## src/rtl/dvi_generator.sv

```systemverilog
// dvi_generator: fixed 640x480@60 Hz video timing (800x525 total) plus
// three TMDS channel encoders. Counters feed the pixel source directly;
// sync/de are delayed one clock to line up with the registered rgb_data,
// and the encoders add a second register stage.

module tmds_channel #(
   parameter logic [9:0] RESET_SYM = 10'b1101010100
) (
   input  logic       clk_pixel,
   input  logic       n_reset,
   input  logic [7:0] data,
   input  logic       de,
   input  logic [1:0] ctrl,
   output logic [9:0] tmds
);

   logic [3:0]        n1_d;
   logic              use_xnor;
   logic [8:0]        q_m;
   logic [3:0]        n1_q;
   logic signed [5:0] bal;        // ones minus zeros of q_m[7:0]
   logic signed [5:0] disp;       // running disparity
   logic signed [5:0] disp_next;
   logic [9:0]        sym;
   logic [9:0]        token;

   // Transition minimisation followed by the DC-balance decision
   always_comb begin
      n1_d = '0;
      for (int unsigned i = 0; i < 8; i++) n1_d = n1_d + 4'(data[i]);
      use_xnor = (n1_d > 4'd4) || ((n1_d == 4'd4) && !data[0]);
      q_m    = '0;
      q_m[0] = data[0];
      for (int unsigned i = 1; i < 8; i++)
         q_m[i] = use_xnor ? ~(q_m[i-1] ^ data[i]) : (q_m[i-1] ^ data[i]);
      q_m[8] = !use_xnor;
      n1_q = '0;
      for (int unsigned i = 0; i < 8; i++) n1_q = n1_q + 4'(q_m[i]);
      bal = $signed({1'b0, n1_q, 1'b0}) - 6'sd8;
      if ((disp == 0) || (bal == 0)) begin
         sym       = {~q_m[8], q_m[8], q_m[8] ? q_m[7:0] : ~q_m[7:0]};
         disp_next = q_m[8] ? (disp + bal) : (disp - bal);
      end else if (((disp > 0) && (bal > 0)) || ((disp < 0) && (bal < 0))) begin
         sym       = {1'b1, q_m[8], ~q_m[7:0]};
         disp_next = disp - bal + (q_m[8] ? 6'sd2 : 6'sd0);
      end else begin
         sym       = {1'b0, q_m[8], q_m[7:0]};
         disp_next = disp + bal - (q_m[8] ? 6'sd0 : 6'sd2);
      end
   end

   // Control token lookup for blanking periods
   always_comb begin
      case (ctrl)
         2'b00:   token = 10'b1101010100;
         2'b01:   token = 10'b0010101011;
         2'b10:   token = 10'b0101010100;
         default: token = 10'b1010101011;
      endcase
   end

   // Output symbol register; disparity is cleared during blanking
   always_ff @(posedge clk_pixel or negedge n_reset) begin
      if (!n_reset) begin
         tmds <= RESET_SYM;
         disp <= '0;
      end else if (de) begin
         tmds <= sym;
         disp <= disp_next;
      end else begin
         tmds <= token;
         disp <= '0;
      end
   end

endmodule

module dvi_generator #(
   parameter int unsigned START_X = 0,
   parameter int unsigned START_Y = 0
) (
   input  logic        clk_pixel,
   input  logic        n_reset,
   input  logic [23:0] rgb_data,
   output logic [9:0]  tmds_r,
   output logic [9:0]  tmds_g,
   output logic [9:0]  tmds_b,
   output logic [9:0]  xpos,
   output logic [9:0]  ypos,
   output logic        line_end,
   output logic        frame_end
);

   logic de;
   logic hsync;
   logic vsync;
   logic de_d;
   logic hsync_d;
   logic vsync_d;

   assign line_end  = (xpos == 10'd799);
   assign frame_end = line_end && (ypos == 10'd524);

   // Timing decode of the current counter position (syncs active-low)
   always_comb begin
      de    = (xpos < 10'd640) && (ypos < 10'd480);
      hsync = !((xpos >= 10'd656) && (xpos <= 10'd751));
      vsync = !((ypos >= 10'd490) && (ypos <= 10'd491));
   end

   // Free-running position counters
   always_ff @(posedge clk_pixel or negedge n_reset) begin
      if (!n_reset) begin
         xpos <= 10'(START_X);
         ypos <= 10'(START_Y);
      end else if (line_end) begin
         xpos <= '0;
         ypos <= (ypos == 10'd524) ? '0 : ypos + 10'd1;
      end else begin
         xpos <= xpos + 10'd1;
      end
   end

   // Delay de/sync one clock to match the source's registered rgb_data
   always_ff @(posedge clk_pixel or negedge n_reset) begin
      if (!n_reset) begin
         de_d    <= 1'b0;
         hsync_d <= 1'b1;
         vsync_d <= 1'b1;
      end else begin
         de_d    <= de;
         hsync_d <= hsync;
         vsync_d <= vsync;
      end
   end

   tmds_channel #(.RESET_SYM(10'b1101010100)) u_chan_r (
      .clk_pixel (clk_pixel),
      .n_reset   (n_reset),
      .data      (rgb_data[23:16]),
      .de        (de_d),
      .ctrl      (2'b00),
      .tmds      (tmds_r)
   );

   tmds_channel #(.RESET_SYM(10'b1101010100)) u_chan_g (
      .clk_pixel (clk_pixel),
      .n_reset   (n_reset),
      .data      (rgb_data[15:8]),
      .de        (de_d),
      .ctrl      (2'b00),
      .tmds      (tmds_g)
   );

   tmds_channel #(.RESET_SYM(10'b1010101011)) u_chan_b (
      .clk_pixel (clk_pixel),
      .n_reset   (n_reset),
      .data      (rgb_data[7:0]),
      .de        (de_d),
      .ctrl      ({vsync_d, hsync_d}),
      .tmds      (tmds_b)
   );

endmodule

```

## config.mk

```make
export PLATFORM = sky130hd
export DESIGN_NAME = dvi_generator
export DESIGN_NICKNAME = d
export VERILOG_FILES = /design/src/rtl/dvi_generator.sv
export SDC_FILE = /design/constraint.sdc
export NUM_CORES = 1
export LEC_CHECK = 0
export CORE_ASPECT_RATIO = 0.6
export CORE_MARGIN = 2
export CORE_UTILIZATION = 24
export DETAILED_ROUTE_END_ITERATION = 7
export GPL_TIMING_DRIVEN = 0
export PLACE_DENSITY = 0.46
export SYNTH_ARGS = -nofsm -noshare
export SYNTH_HDL_FRONTEND = slang
export SYNTH_SLANG_ARGS = --single-unit
```

## constraint.sdc

```tcl
create_clock -name clk_pixel -period 2.5 [get_ports clk_pixel]
set_input_delay 0.625 -clock clk_pixel [delete_from_list [all_inputs] [get_ports clk_pixel]]
set_output_delay 0.625 -clock clk_pixel [all_outputs]
set_load 0.02 [all_outputs]
```

==> impl_metrics.ini, run 1 <==
[synthesis]
synth_top_area_share_pct = 19.4
synth-seq-area-share_pct = 26.7
syn_area_per_cell_um2 = 9.44
ys_async_sr_fraction_pct = 100
netlist_area_um2 = 6460
yosys.cell_types.count = 68
synth_edf_count = 0
yosys_warnings = 0
synth_flop_cell = dfrtp_1
syn_inst = 684
synthTopCellsByArea = dfrtp_1 (19%), ha_1 (14%), fa_1 (9.3%), xnor2_1 (8.3%), dfstp_2 (7.3%)
synth_top_area_cell = dfrtp_1
synth_seq_cells = 68
syn_nets = 814

[clocking]
cts-buffers-inserted = 9
clock_sinks = 68
clkTransAtPathRegs_ps = 60
cts.path.max_buffers = 2
clockRootBuffer = clkbuf_16
cts_tree = yes
insertion_delay_ps = 340
htreeDepth = 3

[route]
ant_nets = 0
drt-pass1-iter-count = 5
wl_mm = 20.8
drc = 0
via_per_inst = 4.40
first_iter_violations = 341
wl_per_cell_um = 16.6
routed-via-count = 5516

[placed_design]
port-buffer-count = 77
gp_congestion = 0.791
dp_hpwl_mm = 14.3

[critical_path]
regToRegStartpoint = u_chan_b.disp[1]$_DFF_PN0_
required_ps = 2700
crit_top_cell = fa_1
path_max_fanout = 5
rr_worst_depth = 9
rrSetupSlack_ps = 210
arrival_ps = 7400
startpoint_type = primary input
crit_slowest_cell = fa_1
cp_slowest_stage_delay_ps = 510
worstSetupStartpoint = rgb_data[16]
crit_path_end_kind = flop
crit_cells = 29
cp_top_family = adder cells
critPathKind = primary input to flop
cp_num_buf_inv = 8
rr_endpoint = u_chan_b.disp[5]$_DFF_PN0_

[global_route]
grt_pass1_wl_mm = 32.9
grt_overflow = 0
grt_usage_pct = 15.1
antenna_found_initial = 0
grt_max_degree = 42
grt_pass1_vias = 5757

[sta]
hold_viol = 0
rsz0062_at_grt = yes
report.final.slew_viol_count = 0
holdWs_ps = 215
clock-skew-final_ps = 7.26
setup_viol = 47
fin_ws_ps = -4700
max_freq_mhz = 139
slew_headroom_pct = 41.0
min_period_ps = 7200
tightest_slew_ps = 878
layout_worst_path_cycle_share_pct = 288

[die]
fp.dieH_um = 131
die-width_um = 216
rows = 46
core_um2 = 26400
io_pins = 78
dieArea_um2 = 28300
initial_utilization_pct = 24.4

[finish]
area.growth.synth_to_final_pct = 60.4
layout_commonest_cell = buf_4
layout_common_cells = buf_4 (98), inv_1 (68), clkdlybuf4s50_1 (62)
fin_nets = 1019
antenna_cells = 0
drive_gt1_share_pct = 41.7
fill_cells = 2534

[run_status]
status = finished with violations
violations = setup timing

[hold_path]
hold_class = primary input to asynchronous set/reset pin

[job]
maxCapViolCount = 0
[synthesized netlist by cell type, types with 7 or more instances]
master and count:
xor2_1 28, nor3_1 19, nand3_1 18, dfstp_2 18
o21ai_0 24, ha_1 74, fa_1 30, a21oi_1 37
nand2_1 52, xnor2_1 61, mux2i_1 7, dfrtp_1 50
nand4_1 8, o21bai_1 10, a21o_1 9, clkbuf_1 8
a211oi_1 7, inv_1 91, nor2_1 32
[registers in the layout, indices dropped and copies added, names as in the netlist]
register,cells
hsync_d,1
de_d,1
vsync_d,1
u_chan_g.tmds,10
u_chan_r.disp,5
u_chan_b.tmds,10
u_chan_r.tmds,10
u_chan_g.disp,5
u_chan_b.disp,5
xpos,10
ypos,10
[worst max path at each step]
stage	endpoint	slack [ps]
2_1_floorplan	u_chan_r.disp[4]$_DFF_PN0_	-4730
3_3_place_gp	u_chan_r.disp[4]$_DFF_PN0_	-6150
3_5_place_dp	u_chan_r.disp[4]$_DFF_PN0_	-6130
4_1_cts	u_chan_r.disp[4]$_DFF_PN0_	-4940
5_1_grt	u_chan_r.disp[4]$_DFF_PN0_	-4980
6_report	u_chan_r.disp[4]$_DFF_PN0_	-4700
[worst register-to-register path, delay by kind of cell, from the launching register on]
kind,cells,cell delay (ps)
fa+ha+maj,2,680
xor+xnor,1,240
simple gates,2,320
buf+inv,1,60
compound gates,3,460
flops,1,410
[layer usage]
metal / global-route usage (%) / share of wire [%] / wire, µm
met2: 21.8 / 42 / 8680
met5: 0 / 0 / 0
met3: 3.41 / 4.4 / 919
met4: 3.29 / 1.1 / 236
met1: 22.8 / 53 / 10900
[cells by family after synthesis]
family	share of synthesized area [%]
AO/OA/AOI/OAI	12.9
XOR/XNOR	14.8
adder cells (fa/ha/maj)	23.6
buffers and inverters	6.97
flip-flops	26.7
multiplexers	1.86
AND/OR/NAND/NOR	13.1
[area by class of cell]
cell class,count,area [µm²],share of cell area (%)
Sequential cell,68,1730,16.7
Buffer,16,148,1.43
Inverter,93,379,3.66
Multi-Input combinational cell,506,5560,53.7
Clock inverter,6,65.1,0.628
Tap cell,360,450,4.35
Timing Repair Buffer,195,1800,17.3
Clock buffer,10,229,2.21
[what timing repair did]
| item | in CTS | in global routing |
|---|---|---|
| hold buffers | 0 | 0 |
| gates resized for setup | 175 | 62 |
| setup endpoints to repair | 47 | 47 |
| setup buffers | 100 | 28 |
| pin swaps | 100 | 75 |
| cloned | 0 | 0 |
[per-stage QoR]
stage	util, %	instances	worst slack (ps)	instance area, µm²	TNS [ps]
2_1_floorplan	-	684	-4730	7020	-185630
5_1_grt	39.2	1254	-4980	10400	-199300
4_1_cts	37.5	1237	-4940	9900	-191910
3_5_place_dp	31.3	1122	-6130	8260	-241290
6_report	39.2	1254	-4700	10400	-188670
3_3_place_gp	31.2	1121	-6150	8240	-362200
Power of run 1 is left out: the tool's default activity adds up to more than one toggle a clock period on the data nets, which glitch-free logic cannot reach.
==> run 2: changes to the inputs <==
==> constraint.sdc (replaced) <==
create_clock -name clk_pixel -period 8.2 [get_ports clk_pixel]
set_input_delay 2.05 -clock clk_pixel [delete_from_list [all_inputs] [get_ports clk_pixel]]
set_output_delay 2.05 -clock clk_pixel [all_outputs]
set_load 0.02 [all_outputs]
==> impl_metrics.ini, run 2 (same netlist as run 1, synthesis figures left out) <==
[die]
initial_utilization_pct = 24.4
rows = 46
die-width_um = 216
dieArea_um2 = 28300
fp.dieH_um = 131
core_um2 = 26400
io_pins = 78

[critical_path]
crit_top_cell = fa_1
cp_num_buf_inv = 9
cp_top_family = adder cells
arrival_ps = 8910
required_ps = 8440
startpoint_type = primary input
cp_slowest_stage_delay_ps = 510
crit_slowest_cell = fa_1
crit_path_end_kind = flop
path_max_fanout = 5
critPathKind = primary input to flop

[finish]
area.growth.synth_to_final_pct = 53.0
fill_cells = 2610
antenna_cells = 0
final_util_pct = 37.4
drive_gt1_share_pct = 36.1
fin_nets = 965
layout_common_cells = inv_1 (67), clkdlybuf4s50_1 (64), nand2_1 (52)
layout_commonest_cell = inv_1

[global_route]
grt_usage_pct = 13.4
grt_overflow = 0
grt_pass1_wl_mm = 29.4
grt_pass1_vias = 5203
antenna_found_initial = 1
grt_max_degree = 61

[clocking]
cts-buffers-inserted = 9
clockRootBuffer = clkbuf_16
cts_tree = yes
clock_sinks = 68
cts.path.max_buffers = 2
htreeDepth = 3
insertion_delay_ps = 340
clkTransAtPathRegs_ps = 60
postCtsHoldBufs = 0

[run_status]
status = finished with violations
violations = setup timing

[route]
wl_per_cell_um = 15.7
first_iter_violations = 266
ant_nets = 0
wl_mm = 18.9
drc = 0
routed-via-count = 5258
drt-pass1-iter-count = 4
via_per_inst = 4.38

[sta]
min_period_ps = 8680
setup_viol = 26
report.final.slew_viol_count = 0
clock-skew-final_ps = 8.36
holdWs_ps = 533
hold_viol = 0
fin_ws_ps = -476
setup_tns_ps = -5150
rsz0062_at_grt = yes
slew_headroom_pct = 49.3
max_freq_mhz = 115
layout_worst_path_cycle_share_pct = 106
tightest_slew_ps = 761

[placed_design]
dp_hpwl_mm = 14.1
port-buffer-count = 77
gp_congestion = 0.774

[hold_path]
hold_class = flop to flop

[job]
maxCapViolCount = 0
==> run 2: cell count changes in the layout (fill, tap and decap cells not counted), moves of 3 or more <==
cell     before  now
buf_6        28   23
buf_4        98   47
ha_1         46   49
ha_4         27   23
dfrtp_2       4    0
dfrtp_1      46   50
xnor2_1      35   31
==> run 2: routing by layer <==
metal | share of wire (%) | track usage [%] | up-vias
li1 | - | - | 2605
met5 | 0.053 | 0 | -
met4 | 0.54 | 1.95 | 2
met1 | 56 | 21.8 | 2557
met2 | 40 | 17.9 | 80
met3 | 3.5 | 2.98 | 14
==> run 2: cell type report <==
type | count | area [µm²] | share of cell area (%)
flip-flops and latches | 68 | 1720 | 17.4
plain buffers | 16 | 148 | 1.49
inverters | 93 | 362 | 3.66
repair buffers | 141 | 1370 | 13.9
multi-input cells | 506 | 5510 | 55.8
clock buffers | 10 | 229 | 2.32
well taps | 360 | 450 | 4.56
clock inverters | 6 | 88.8 | 0.899
==> run 2: through the flow <==
| stage | std cells | worst slack (ps) | instance area [µm²] |
|---|---|---|---|
| final | 1200 | -476 | 9880 |
| after global routing | 1200 | -777 | 9880 |
| after CTS | 1181 | -628 | 9330 |
| after detailed placement | 1122 | -1850 | 8160 |
| after global placement | 1121 | -1870 | 8140 |
| after floorplan | 684 | -458 | 6910 |
==> run 2: repair_timing <==
action                                  4_1_cts  5_1_grt
endpoints found under the setup margin       42       42
setup buffers                                44       21
resized for setup                           140       83
pin swaps                                    72       76
==> run 2: final timing paths <==
kind	slack (ps)	startpoint	to	depth (start not counted)
worst max register to register	5920	u_chan_b.disp[1]$_DFF_PN0_	u_chan_b.disp[5]$_DFF_PN0_	9
worst min register to register	530	xpos[0]$_DFF_PN0_	xpos[0]$_DFF_PN0_	1
worst min-delay path	530	xpos[0]$_DFF_PN0_	xpos[0]$_DFF_PN0_	1
max in group asynchronous	6040	n_reset	u_chan_r.tmds[2]$_DFF_PN1_	2
worst max-delay path	-480	rgb_data[16]	u_chan_r.disp[4]$_DFF_PN0_	30
min in group asynchronous	1540	n_reset	ypos[0]$_DFFE_PN0P_	1
==> run 2: worst register-to-register path: stages (launching register included) <==
cell      delay (ps)
dfrtp_1          380
ha_1             190
inv_1             70
fa_2             390
o21bai_4         170
a21oi_4           80
xor2_2           210
or3b_1           350
and4_1           210
a211oi_2         140
Power of run 2 is left out for the same reason.
